File: config.mk
export PLATFORM = sky130hd
export DESIGN_NAME = snn_step_scheduler
export DESIGN_NICKNAME = d
export VERILOG_FILES = /design/src/rtl/snn_sched_pkg.sv /design/src/rtl/snn_cfg_bank.sv /design/src/rtl/snn_step_scheduler.sv
export SDC_FILE = /design/constraint.sdc
export NUM_CORES = 1
export LEC_CHECK = 0
export CORE_ASPECT_RATIO = 0.5
export CORE_MARGIN = 2
export CORE_UTILIZATION = 30
export DETAILED_ROUTE_END_ITERATION = 7
export REMOVE_ABC_BUFFERS = 1
export SYNTH_ARGS = -nofsm -noshare
export SYNTH_HDL_FRONTEND = slang
export SYNTH_SLANG_ARGS = --single-unit
File: constraint.sdc
create_clock -name clk -period 2.7 [get_ports clk]
set_input_delay 0.27 -clock clk [delete_from_list [all_inputs] [get_ports clk]]
set_output_delay 0.27 -clock clk [all_outputs]
set_load 0.02 [all_outputs]
File: src/rtl/snn_sched_pkg.sv
// ============================================================================
// snn_sched_pkg : shared types and sizing helpers for the SNN step scheduler
// Rev 1.0
// ============================================================================
`default_nettype none

package snn_sched_pkg;

  typedef enum logic [2:0] {
    S_IDLE   = 3'd0,
    S_LOAD   = 3'd1,
    S_ARMED  = 3'd2,
    S_TICK   = 3'd3,
    S_EVAL   = 3'd4,
    S_OUTPUT = 3'd5
  } state_t;

  // Bits of configuration carried by one neuron with m input spikes.
  function automatic int cfg_nb(input int m);
    return 6 * m + 6;
  endfunction

  // Host bytes needed to fill the whole layer's bank (last byte may be padded).
  function automatic int nbytes(input int m, input int num_neurons);
    return (num_neurons * cfg_nb(m) + 7) / 8;
  endfunction

  // Field offsets inside one neuron's configuration word, from the LSB.
  localparam int W_OFF = 0;
  function automatic int dv_off(input int m);
    return 2 * m;
  endfunction
  function automatic int de_off(input int m);
    return 5 * m;
  endfunction
  function automatic int th_off(input int m);
    return 6 * m;
  endfunction
  function automatic int dc_off(input int m);
    return 6 * m + 2;
  endfunction
  function automatic int rp_off(input int m);
    return 6 * m + 4;
  endfunction

endpackage

`default_nettype wire

File: src/rtl/snn_cfg_bank.sv
// ============================================================================
// snn_cfg_bank : byte-addressed shadow register bank holding the layer config
// Rev 1.0
// ============================================================================
`default_nettype none

module snn_cfg_bank #(
  parameter int CFG_TOT = 36,
  parameter int NBYTES  = 5,
  parameter int IDX_W   = 3
) (
  input  logic               clk,
  input  logic               rst_n,
  input  logic               wr_en,
  input  logic [IDX_W-1:0]   wr_idx,
  input  logic [7:0]         wr_data,
  output logic [CFG_TOT-1:0] cfg
);

  // The final byte stores only the bits that fall inside the bank; padding is dropped.
  for (genvar i = 0; i < NBYTES; i++) begin : g_byte
    localparam int BW = ((CFG_TOT - 8 * i) >= 8) ? 8 : (CFG_TOT - 8 * i);

    logic [BW-1:0] bits;

    always_ff @(posedge clk or negedge rst_n) begin
      if (!rst_n) begin
        bits <= '0;
      end else if (wr_en && (wr_idx == IDX_W'(i))) begin
        bits <= wr_data[BW-1:0];
      end
    end

    assign cfg[8*i +: BW] = bits;
  end

endmodule

`default_nettype wire

File: src/rtl/snn_step_scheduler.sv
// ============================================================================
// snn_step_scheduler : loads layer config, then sequences tick/eval/output steps
// Rev 1.0
// ============================================================================
`default_nettype none

module snn_step_scheduler
  import snn_sched_pkg::*;
#(
  parameter int M           = 2,
  parameter int NUM_NEURONS = 2,
  parameter int EVAL_CYCLES = 2,
  parameter int STEP_W      = 16
) (
  input  logic                               clk,
  input  logic                               rst_n,
  input  logic                               cfg_start,
  input  logic                               cfg_valid,
  input  logic [7:0]                         cfg_data,
  output logic                               cfg_ready,
  output logic                               cfg_done,
  input  logic                               in_valid,
  input  logic [M-1:0]                       in_spikes,
  output logic                               in_ready,
  input  logic [NUM_NEURONS-1:0]             neuron_spikes,
  output logic                               out_valid,
  output logic [NUM_NEURONS-1:0]             out_spikes,
  input  logic                               out_ready,
  output logic                               neuron_reset,
  output logic                               neuron_enable,
  output logic                               delay_clk,
  output logic [M-1:0]                       neuron_in_spikes,
  output logic [NUM_NEURONS*cfg_nb(M)-1:0]   neuron_cfg,
  output logic [STEP_W-1:0]                  step_count
);

  localparam int CFG_NB  = cfg_nb(M);
  localparam int CFG_TOT = NUM_NEURONS * CFG_NB;
  localparam int NBYTES  = nbytes(M, NUM_NEURONS);
  localparam int IDX_W   = (NBYTES > 1) ? $clog2(NBYTES) : 1;
  localparam int EC_W    = (EVAL_CYCLES > 1) ? $clog2(EVAL_CYCLES) : 1;

  localparam logic [IDX_W-1:0] LAST_IDX  = IDX_W'(NBYTES - 1);
  localparam logic [EC_W-1:0]  EVAL_LOAD = EC_W'(EVAL_CYCLES - 1);

  state_t              state;
  state_t              state_next;
  logic [IDX_W-1:0]    idx;
  logic [IDX_W-1:0]    wr_idx;
  logic [EC_W-1:0]     eval_cnt;
  logic [M-1:0]        spk_lat;

  logic                cfg_wr;
  logic                restart;
  logic                clr_step;
  logic                accept_in;
  logic                eval_load;
  logic                capture;
  logic                step_inc;

  always_ff @(posedge clk or negedge rst_n) begin
    if (!rst_n) begin
      state <= S_IDLE;
    end else begin
      state <= state_next;
    end
  end

  always_comb begin
    state_next       = state;
    cfg_ready        = 1'b0;
    cfg_done         = 1'b0;
    in_ready         = 1'b0;
    out_valid        = 1'b0;
    neuron_reset     = 1'b0;
    neuron_enable    = 1'b0;
    delay_clk        = 1'b0;
    neuron_in_spikes = '0;
    cfg_wr           = 1'b0;
    wr_idx           = idx;
    restart          = 1'b0;
    clr_step         = 1'b0;
    accept_in        = 1'b0;
    eval_load        = 1'b0;
    capture          = 1'b0;
    step_inc         = 1'b0;

    case (state)
      S_IDLE: begin
        neuron_reset = 1'b1;
        if (cfg_start) begin
          restart    = 1'b1;
          clr_step   = 1'b1;
          state_next = S_LOAD;
        end
      end

      S_LOAD: begin
        neuron_reset = 1'b1;
        cfg_ready    = 1'b1;
        // A restart pulse rewinds the pointer; a byte in the same cycle lands at slot 0.
        if (cfg_start) begin
          restart = 1'b1;
          wr_idx  = '0;
        end
        cfg_wr = cfg_valid;
        if (cfg_valid && (wr_idx == LAST_IDX)) begin
          state_next = S_ARMED;
        end
      end

      S_ARMED: begin
        cfg_done = 1'b1;
        in_ready = !cfg_start;
        if (cfg_start) begin
          restart    = 1'b1;
          clr_step   = 1'b1;
          state_next = S_LOAD;
        end else if (in_valid) begin
          accept_in  = 1'b1;
          state_next = S_TICK;
        end
      end

      S_TICK: begin
        delay_clk        = 1'b1;
        neuron_enable    = 1'b1;
        neuron_in_spikes = spk_lat;
        eval_load        = 1'b1;
        state_next       = S_EVAL;
      end

      S_EVAL: begin
        neuron_enable    = 1'b1;
        neuron_in_spikes = spk_lat;
        if (eval_cnt == '0) begin
          capture    = 1'b1;
          state_next = S_OUTPUT;
        end
      end

      S_OUTPUT: begin
        out_valid = 1'b1;
        if (out_ready) begin
          step_inc   = 1'b1;
          state_next = S_ARMED;
        end
      end

      default: begin
        neuron_reset = 1'b1;
        state_next   = S_IDLE;
      end
    endcase
  end

  always_ff @(posedge clk or negedge rst_n) begin
    if (!rst_n) begin
      idx        <= '0;
      eval_cnt   <= '0;
      spk_lat    <= '0;
      out_spikes <= '0;
      step_count <= '0;
    end else begin
      if (cfg_wr) begin
        idx <= wr_idx + IDX_W'(1);
      end else if (restart) begin
        idx <= '0;
      end

      if (eval_load) begin
        eval_cnt <= EVAL_LOAD;
      end else if ((state == S_EVAL) && (eval_cnt != '0)) begin
        eval_cnt <= eval_cnt - EC_W'(1);
      end

      if (accept_in) begin
        spk_lat <= in_spikes;
      end

      if (capture) begin
        out_spikes <= neuron_spikes;
      end

      if (clr_step) begin
        step_count <= '0;
      end else if (step_inc) begin
        step_count <= step_count + STEP_W'(1);
      end
    end
  end

  snn_cfg_bank #(
    .CFG_TOT (CFG_TOT),
    .NBYTES  (NBYTES),
    .IDX_W   (IDX_W)
  ) u_cfg_bank (
    .clk     (clk),
    .rst_n   (rst_n),
    .wr_en   (cfg_wr),
    .wr_idx  (wr_idx),
    .wr_data (cfg_data),
    .cfg     (neuron_cfg)
  );

endmodule

`default_nettype wire

==> impl_metrics.py, run 1 <==
metrics = {
    "detailed_routing": {
        "first_pass_iters": 4,
        "routedWlPerCell_um": 14.8,
        "vias": 2246,
        "drtAntennaViolNets": 0,
        "route.detailed.drc": 0,
        "vias_per_cell": 4.69,
        "wirelength_um": 7110,
        "drt-initial-drc-count": 114,
    },
    "global_routing": {
        "met3_usage_pct": 4.96,
        "grt_max_degree": 37,
        "use_met2_pct": 25.1,
        "gr-usage-met1_pct": 17.5,
        "antenna_found_initial": 0,
        "grt_first_pass_wirelength_um": 11800,
        "grt.overflow.total": 0,
        "grt_pass1_vias": 2322,
        "grt_usage_pct": 14.5,
        "gr-max-usage-layer": "met2",
    },
    "floorplan": {
        "start_util_pct": 31.0,
        "rows": 25,
        "dieArea_mm2": 0.0107,
        "ios": 81,
        "die_x_um": 144,
        "core_mm2": 0.00951,
        "die_height_um": 74.1,
    },
    "clock_network": {
        "clk_path_buf_depth": 2,
        "cts_root_buf": "clkbuf_16",
        "cts_inserted_buffers": 9,
        "insertion_delay_ns": 0.32,
        "ctsHoldBuffers": 0,
        "clock-sinks": 63,
        "cts_resized": 0,
        "cts_htree_levels": 3,
        "cts_tree": "built",
        "post-cts-setup-buffers": 0,
        "clk_pin_slew_worst_paths_ns": 0.05,
    },
    "sta": {
        "worst_pin_slew_ns": 0.833,
        "slew_headroom_pct": 44.4,
        "clock_skew_ns": 0.00482,
        "finalCritPeriodShare_pct": 89.3,
        "setup_violations": 0,
        "setup_slack_ns": 0.289,
        "slew_viol_final": 0,
        "rsz0062_at_grt": "false",
        "timing.final.crit_period_ns": 2.41,
        "final_hold_viol_count": 0,
        "fmax_ghz": 0.415,
        "fin_tns_setup_ns": 0,
    },
    "placement": {
        "dp.cells": 463,
        "hpwl_um": 5170,
        "post-place-ws_ns": 0.334,
        "portBuffers": 80,
        "gp_congestion": 0.786,
    },
    "cells_and_area": {
        "multiInputGateArea_mm2": 0.00131,
        "final_util_pct": 44.6,
        "drive_above_1_share_pct": 20.6,
        "syn_to_final_growth_pct": 43.8,
        "seq_area_mm2": 0.00158,
        "finalNonFillerCells": 479,
        "final_nets": 364,
        "diodes": 0,
        "n_fill_cell": 930,
    },
    "worst_setup_path": {
        "startpoint_type": "flop",
        "required_ns": 2.43,
        "reg2regPathDepth": 8,
        "setup.worst_path.end_class": "output pin",
        "arrival_ns": 2.14,
        "critPathKind": "reg -> out",
        "critPathMaxFanout": 19,
    },
    "synthesis": {
        "yosys.area.top_type": "dfrtp_1",
        "synth_area_leaders": "dfrtp_1 53%, mux2_2 15%, nand2_1 3.1%",
        "synth_top_area_share_pct": 53.5,
        "postSynthCellCount": 249,
        "avgSynthCellArea_um2": 11.8,
        "synth.yosys.seq_area_share_pct": 53.5,
        "ys_ff_latch": 63,
        "synth.distinct_cells": 43,
        "ys_warn_count": 0,
        "synth_area_mm2": 0.00295,
    },
    "pwr": {
        "leakagePower_nw": 1.84,
        "p_total_mw": 4.66,
        "peakVddDrop_uv": 380,
        "power_density_mw_per_mm2": 1100,
    },
    "run_status": {
        "status": "complete, no violations",
    },
    "hold_path": {
        "hold_class": "in -> async",
    },
    "flow_run": {
        "maxCapViolCount": 0,
    },
}
-- synth_stat cells --
library cell and number:
a21oi_1 4, buf_2 4, o21ai_0 7, o31ai_1 1
nand3_1 4, a31oi_1 2, nor2_1 18, dfrtp_1 63
nand2_1 24, nand4_2 2, or3b_2 1, nor4b_2 2
mux2i_1 3, o22ai_1 1, a41o_1 1, and4_2 1
nor3b_1 3, or3_1 2, nand4_1 2, o32ai_1 1
and3_1 1, ha_1 7, nor4_1 5, and3b_1 1
xnor2_1 9, nor2b_1 3, nand4bb_1 1, o21a_1 1
or4_1 2, clkbuf_1 4, and4b_1 1, nand4b_2 1
or2_1 1, nor3_1 7, nor4b_1 1, a22o_1 2
o2bb2ai_1 2, inv_1 6, a21o_1 1, nand2b_1 2
nand2b_4 1, and2_1 4, mux2_2 40
-- power by group --
group	leakage, nW	switching (mW)	internal (mW)	total, mW
logic	0.861	1.03	0.999	2.03
clock network	0.156	0.388	0.786	1.17
registers	0.827	0.183	1.27	1.46
-- state kept, by name, summed over array words and instances, names as in the netlist --
register	flops
eval_cnt	1
out_spikes	2
idx	3
state	3
spk_lat	2
step_count	16
u_cfg_bank.g_byte.bits	36
-- metal layers --
metal	up-vias	wire length (um)
met2	52	3590
met3	9	281
met4	0	80
li1	1072	-
met5	-	0
met1	1113	3160
-- logic make-up after synthesis --
logic type	synth area share (%)
AND/OR/NAND/NOR	17.5
flip-flops	53.5
multiplexers	16.3
AO/OA/AOI/OAI	5.09
buffers and inverters	1.95
XOR/XNOR	2.67
adder cells (fa/ha/maj)	2.97
-- final timing paths --
kind | slack, ns | start | end
worst max-delay path | 0.29 | state[1] | neuron_in_spikes[0]
worst min-delay path | 0.05 | rst_n | step_count[1]
worst max register to register | 0.35 | state[0] | u_cfg_bank.g_byte[3].bits[7]
worst min register to register | 0.47 | eval_cnt | eval_cnt
max in group asynchronous | 1.90 | rst_n | u_cfg_bank.g_byte[4].bits[2]
min in group clk | 0.47 | eval_cnt | eval_cnt
-- final cells by class --
| type | count | area share [%] |
|---|---|---|
| Sequential cell | 63 | 37.2 |
| Clock inverter | 3 | 0.944 |
| Tap cell | 135 | 3.98 |
| Multi-Input combinational cell | 172 | 31.0 |
| Timing Repair Buffer | 87 | 20.0 |
| Inverter | 6 | 0.531 |
| Clock buffer | 13 | 6.37 |
-- cells in the final DEF, fill, tap and decap left out, types with 9 or more instances in the layout --
cell type,netlist,layout
clkbuf_16,0,9
xnor2_1,9,9
clkdlybuf4s50_1,0,79
nor2_1,18,18
mux2_2,40,40
dfrtp_1,63,63
nand2_1,24,24
-- stage by stage --
| stage | instance area [um^2] | hold slack [ns] |
|---|---|---|
| 6_report | 4240 | 0.0525 |
| 5_1_grt | 4240 | 0.0942 |
| 4_1_cts | 4240 | 0.0704 |
| 3_5_place_dp | 3930 | 0.418 |
| 3_3_place_gp | 3930 | 0.409 |
| 2_1_floorplan | 2910 | -0.0256 |
-- worst max-delay path, stage by stage, from the launching register on --
cell and delay, ns:
dfrtp_1 0.34, buf_4 0.22, nand2_1 0.17, o22ai_1 0.30, and2_1 0.18, clkdlybuf4s50_1 0.60
Note: power is estimated with default switching activity, not from simulation.
==> run 2: changes to the inputs <==
--- a/config.mk
+++ b/config.mk
@@ -7,8 +7,9 @@
 export LEC_CHECK = 0
 export CORE_ASPECT_RATIO = 0.5
 export CORE_MARGIN = 2
-export CORE_UTILIZATION = 30
+export CORE_UTILIZATION = 48
 export DETAILED_ROUTE_END_ITERATION = 7
+export PLACE_DENSITY = 0.8
 export REMOVE_ABC_BUFFERS = 1
 export SYNTH_ARGS = -nofsm -noshare
 export SYNTH_HDL_FRONTEND = slang
==> impl_metrics.py, run 2 (synthesis gave the netlist of run 1 again) <==
metrics = {
    "floorplan": {
        "core_mm2": 0.00601,
        "die_x_um": 115,
        "ios": 81,
        "die_height_um": 59.4,
        "dieArea_mm2": 0.00682,
        "start_util_pct": 49.1,
        "rows": 20,
    },
    "pwr": {
        "swShare_pct": 34.2,
        "comb_power_share_pct": 42.9,
        "power_density_mw_per_mm2": 1120,
        "peakVddDrop_uv": 565,
        "power_switching_mw": 1.60,
        "clkPwrFrac_pct": 25.9,
        "leakagePower_nw": 1.84,
        "p_int_mw": 3.08,
        "sequentialPowerShare_pct": 31.2,
    },
    "cells_and_area": {
        "finalNonFillerCells": 421,
        "largest-register": "u_cfg_bank.g_byte.bits",
        "syn_to_final_growth_pct": 41.6,
        "final_util_pct": 69.5,
        "final_common_cell": "clkdlybuf4s50_1",
        "final_nets": 364,
        "drive_above_1_share_pct": 20.3,
        "final_cell_mix": "79 x clkdlybuf4s50_1, 63 x dfrtp_1, 40 x mux2_2",
        "top_regs": "u_cfg_bank.g_byte.bits (36), step_count (16)",
        "largest_reg_flops": 36,
        "diodes": 0,
    },
    "global_routing": {
        "grt_first_pass_wirelength_um": 10900,
        "grt_usage_pct": 20.8,
        "grt_pass1_vias": 2261,
        "grt.overflow.total": 0,
        "antenna_found_initial": 0,
        "grt_max_degree": 52,
    },
    "placement": {
        "portBuffers": 80,
        "dp.cells": 404,
        "hpwl_um": 4590,
        "gp_congestion": 0.835,
    },
    "sta": {
        "fmax_ghz": 0.415,
        "timing.final.crit_period_ns": 2.41,
        "finalCritPeriodShare_pct": 89.2,
        "rsz0062_at_grt": "false",
        "slew_viol_final": 0,
        "final_hold_viol_count": 0,
        "slew_headroom_pct": 57.7,
        "clock_skew_ns": 0.00640,
        "setup_violations": 0,
        "worst_pin_slew_ns": 0.635,
    },
    "clock_network": {
        "clk_path_buf_depth": 2,
        "cts_htree_levels": 3,
        "clk_pin_slew_worst_paths_ns": 0.05,
        "cts_tree": "built",
        "insertion_delay_ns": 0.32,
        "cts_inserted_buffers": 9,
        "clock-sinks": 63,
        "cts_root_buf": "clkbuf_16",
    },
    "worst_setup_path": {
        "critPathKind": "reg -> reg",
        "setup.worst_path.end_class": "flop",
        "startpoint_type": "flop",
        "critical-path-top-delay-family": "simple AND/OR/NAND/NOR gates",
        "cp_num_buf_inv": 1,
        "crit_start": "state[0]",
        "required_ns": 2.90,
        "critPathMaxFanout": 8,
        "max_stage_delay_ns": 0.39,
        "r2r_start": "state[0]",
        "crit_chain": "inv_1 > nor3_1 > nand2_1 > and2_1 > ha_1 > ha_1 > nand2_1 > mux2_2",
        "cp_slowest_cell": "mux2_2",
        "arrival_ns": 2.60,
    },
    "detailed_routing": {
        "drtAntennaViolNets": 0,
        "routedWlPerCell_um": 15.6,
        "vias": 2242,
        "route.detailed.drc": 0,
        "wirelength_um": 6570,
        "vias_per_cell": 5.33,
        "drt-initial-drc-count": 144,
        "first_pass_iters": 4,
    },
    "flow_run": {
        "maxCapViolCount": 0,
    },
    "run_status": {
        "status": "complete, no violations",
    },
    "hold_path": {
        "hold_class": "in -> async",
    },
}
[run 2: changes by cell type in the layout (fill, tap and decap cells not counted)]
cell	delta
buf_4	-1
clkbuf_8	-3
dlygate4sd3_1	+1
clkinv_2	+1
bufinv_16	+1
inv_6	+1
[run 2: power groups by stage]
stage	clock network, mW	logic, mW	registers [mW]
floorplan	0	0.711	1.84
global placement	0	1.96	1.45
detailed placement	0	2.01	1.47
CTS	1.23	2.03	1.46
global route	1.28	2.15	1.50
finish	1.21	2.01	1.46
[run 2: metal layers]
metal	wire [um]	share of wire, %	track usage (%)	vias up
met5	0	0	0	-
li1	-	-	-	1070
met2	3330	51	35.4	44
met3	212	3.2	5.42	4
met1	3000	46	26.8	1124
met4	31	0.47	6.20	0
[run 2: layout make-up]
type | instances | area (um^2)
clock buffer | 10 | 229
clock inverter | 6 | 83.8
fill | 433 | 1830
inverter | 6 | 22.5
multi-input combinational | 172 | 1310
sequential | 63 | 1580
tap | 77 | 96.3
timing repair buffer | 87 | 851
[run 2: stage by stage]
stage          TNS [ns]  cell area, um^2  hold WS (ns)  total power, mW  setup slack (ns)
2_1_floorplan     -1.20             2910       -0.0256             2.55            -0.150
3_3_place_gp          0             3850         0.159             3.41             0.479
3_5_place_dp          0             3850         0.162             3.48             0.323
4_1_cts               0             4170         0.363             4.71             0.298
5_1_grt               0             4170         0.387             4.94             0.111
6_report              0             4170         0.360             4.67             0.291
[run 2: worst paths after layout]
check                                               endpoint  slack, ns  cells after the start
worst min register to register                    spk_lat[1]       0.50                      1
min in group clk                                  spk_lat[1]       0.50                      1
worst max-delay path            u_cfg_bank.g_byte[3].bits[5]       0.29                      8
max in group asynchronous                             idx[1]       1.42                      3
worst max register to register  u_cfg_bank.g_byte[3].bits[5]       0.29                      8
worst min-delay path                           step_count[9]       0.36                      2
[run 2: repair_timing]
action / CTS / global route
buffers inserted: 0 / 0
hold endpoints to repair: 12 / 0
resized for setup: 0 / 0
hold buffers: 1 / 0
==> run 3: changes to the inputs <==
--- a/config.mk
+++ b/config.mk
@@ -9,7 +9,7 @@
 export CORE_MARGIN = 2
 export CORE_UTILIZATION = 48
 export DETAILED_ROUTE_END_ITERATION = 7
-export PLACE_DENSITY = 0.8
+export PLACE_DENSITY = 0.91
 export REMOVE_ABC_BUFFERS = 1
 export SYNTH_ARGS = -nofsm -noshare
 export SYNTH_HDL_FRONTEND = slang
==> impl_metrics.py, run 3 (synthesis gave the netlist of run 1 again) <==
metrics = {
    "cells_and_area": {
        "largest-register": "u_cfg_bank.g_byte.bits",
        "finalNonFillerCells": 419,
        "syn_to_final_growth_pct": 40.7,
        "final_cell_mix": "79 x clkdlybuf4s50_1, 63 x dfrtp_1, 40 x mux2_2",
        "final_nets": 364,
        "diodes": 0,
        "drive_above_1_share_pct": 20.2,
        "largest_reg_flops": 36,
        "final_common_cell": "clkdlybuf4s50_1",
        "n_fill_cell": 416,
        "multiInputGateArea_mm2": 0.00131,
        "seq_area_mm2": 0.00158,
        "top_regs": "u_cfg_bank.g_byte.bits (36), step_count (16)",
        "final_util_pct": 69.0,
    },
    "detailed_routing": {
        "routedWlPerCell_um": 16.0,
        "first_pass_iters": 4,
        "drtAntennaViolNets": 0,
        "route.detailed.drc": 0,
        "wirelength_um": 6690,
        "drt-initial-drc-count": 144,
        "vias": 2291,
        "vias_per_cell": 5.47,
    },
    "pwr": {
        "power_switching_mw": 1.60,
        "swShare_pct": 34.9,
        "p_total_mw": 4.60,
        "p_int_mw": 3.00,
        "comb_power_share_pct": 44.0,
        "power_density_mw_per_mm2": 1110,
        "peakVddDrop_uv": 453,
        "clkPwrFrac_pct": 24.3,
        "leakagePower_nw": 1.83,
        "sequentialPowerShare_pct": 31.7,
    },
    "sta": {
        "hold_ws_ns": 0.473,
        "final_hold_viol_count": 0,
        "timing.final.crit_period_ns": 2.37,
        "worst_pin_slew_ns": 0.661,
        "finalCritPeriodShare_pct": 87.6,
        "clock_skew_ns": 0.00728,
        "fin_tns_setup_ns": 0,
        "slew_headroom_pct": 55.9,
        "setup_violations": 0,
        "slew_viol_final": 0,
        "fmax_ghz": 0.423,
        "rsz0062_at_grt": "false",
    },
    "placement": {
        "dp.cells": 404,
        "hpwl_um": 4710,
        "gp_congestion": 0.908,
        "portBuffers": 80,
    },
    "clock_network": {
        "clock-sinks": 63,
        "post-cts-setup-buffers": 0,
        "cts_root_buf": "clkbuf_16",
        "cts_inserted_buffers": 9,
        "clk_path_buf_depth": 2,
        "insertion_delay_ns": 0.33,
        "cts_htree_levels": 3,
        "clk_pin_slew_worst_paths_ns": 0.05,
        "cts_tree": "built",
    },
    "global_routing": {
        "grt_usage_pct": 21.5,
        "grt_first_pass_wirelength_um": 10900,
        "antenna_found_initial": 0,
        "grt.overflow.total": 0,
        "grt_pass1_vias": 2295,
        "grt_max_degree": 36,
    },
    "worst_setup_path": {
        "r2r_start": "state[0]",
        "r2r-end": "u_cfg_bank.g_byte[3].bits[7]",
        "critPathKind": "reg -> reg",
        "arrival_ns": 2.58,
        "required_ns": 2.91,
        "rrSetupSlack_ns": 0.33,
        "reg2regPathDepth": 8,
        "critPathMaxFanout": 8,
        "startpoint_type": "flop",
        "setup.worst_path.end_class": "flop",
    },
    "floorplan": {
        "rows": 20,
        "die_height_um": 59.4,
        "ios": 81,
        "dieArea_mm2": 0.00682,
        "start_util_pct": 49.1,
        "core_mm2": 0.00601,
        "die_x_um": 115,
    },
    "hold_path": {
        "hold_class": "reg -> reg",
        "holdPathStages": 2,
        "worstHoldStart": "eval_cnt",
        "min_to": "eval_cnt",
    },
    "run_status": {
        "status": "complete, no violations",
    },
    "flow_run": {
        "maxCapViolCount": 0,
    },
}
## run 3: final cells by class
cell class	instances	share of cell area, %
Multi-Input combinational cell	172	31.7
Timing Repair Buffer	87	20.5
Clock buffer	10	5.76
Sequential cell	63	38.0
Tap cell	77	2.32
Inverter	6	0.543
Clock inverter	4	1.15
## run 3: timing repair
item / CTS / global route
hold buffers: 1 / 0
setup endpoints to repair: 0 / 0
resized for setup: 0 / 0
endpoints found under the hold margin: 28 / 0
## run 3: power by group through the flow
stage	clock (mW)	combinational (mW)	sequential [mW]
final	1.12	2.02	1.46
after floorplan	0	0.711	1.84
after CTS	1.14	2.04	1.46
after global routing	1.19	2.16	1.50
after global placement	0	1.96	1.45
after detailed placement	0	2.02	1.47
## run 3: metal layers
layer | global-route usage [%] | part of all wire [%] | wire length (um) | up-vias
li1 | - | - | - | 1072
met1 | 25.8 | 43 | 2850 | 1151
met2 | 36.9 | 52 | 3460 | 55
met3 | 7.26 | 3.8 | 255 | 13
met4 | 7.92 | 1.8 | 120 | 0
met5 | 0 | 0 | 0 | -
## run 3: worst max-delay path, cell delays in order, from the launching register on
cell,delay (ns)
dfrtp_1,0.35
inv_1,0.13
nor3_1,0.35
nand2_1,0.17
and2_1,0.21
ha_1,0.20
ha_1,0.18
nand2_1,0.27
mux2_2,0.39
## run 3: worst max-delay path by stage
| stage | startpoint | end | slack, ns | cells past startpoint |
|---|---|---|---|---|
| after global placement | state[0] | u_cfg_bank.g_byte[3].bits[3] | 0.50 | 8 |
| after detailed placement | state[0] | u_cfg_bank.g_byte[3].bits[0] | 0.37 | 8 |
| after CTS | state[0] | u_cfg_bank.g_byte[3].bits[7] | 0.34 | 8 |
| after global routing | state[0] | u_cfg_bank.g_byte[3].bits[0] | 0.17 | 8 |
| final | state[0] | u_cfg_bank.g_byte[3].bits[7] | 0.33 | 8 |
| after floorplan | state[0] | u_cfg_bank.g_byte[3].bits[0] | -0.15 | 8 |
## run 3: per-stage QoR
stage,cell area (um^2),setup WS [ns]
floorplan,2910,-0.150
global placement,3850,0.497
detailed placement,3850,0.368
CTS,4150,0.343
global route,4150,0.175
finish,4150,0.335
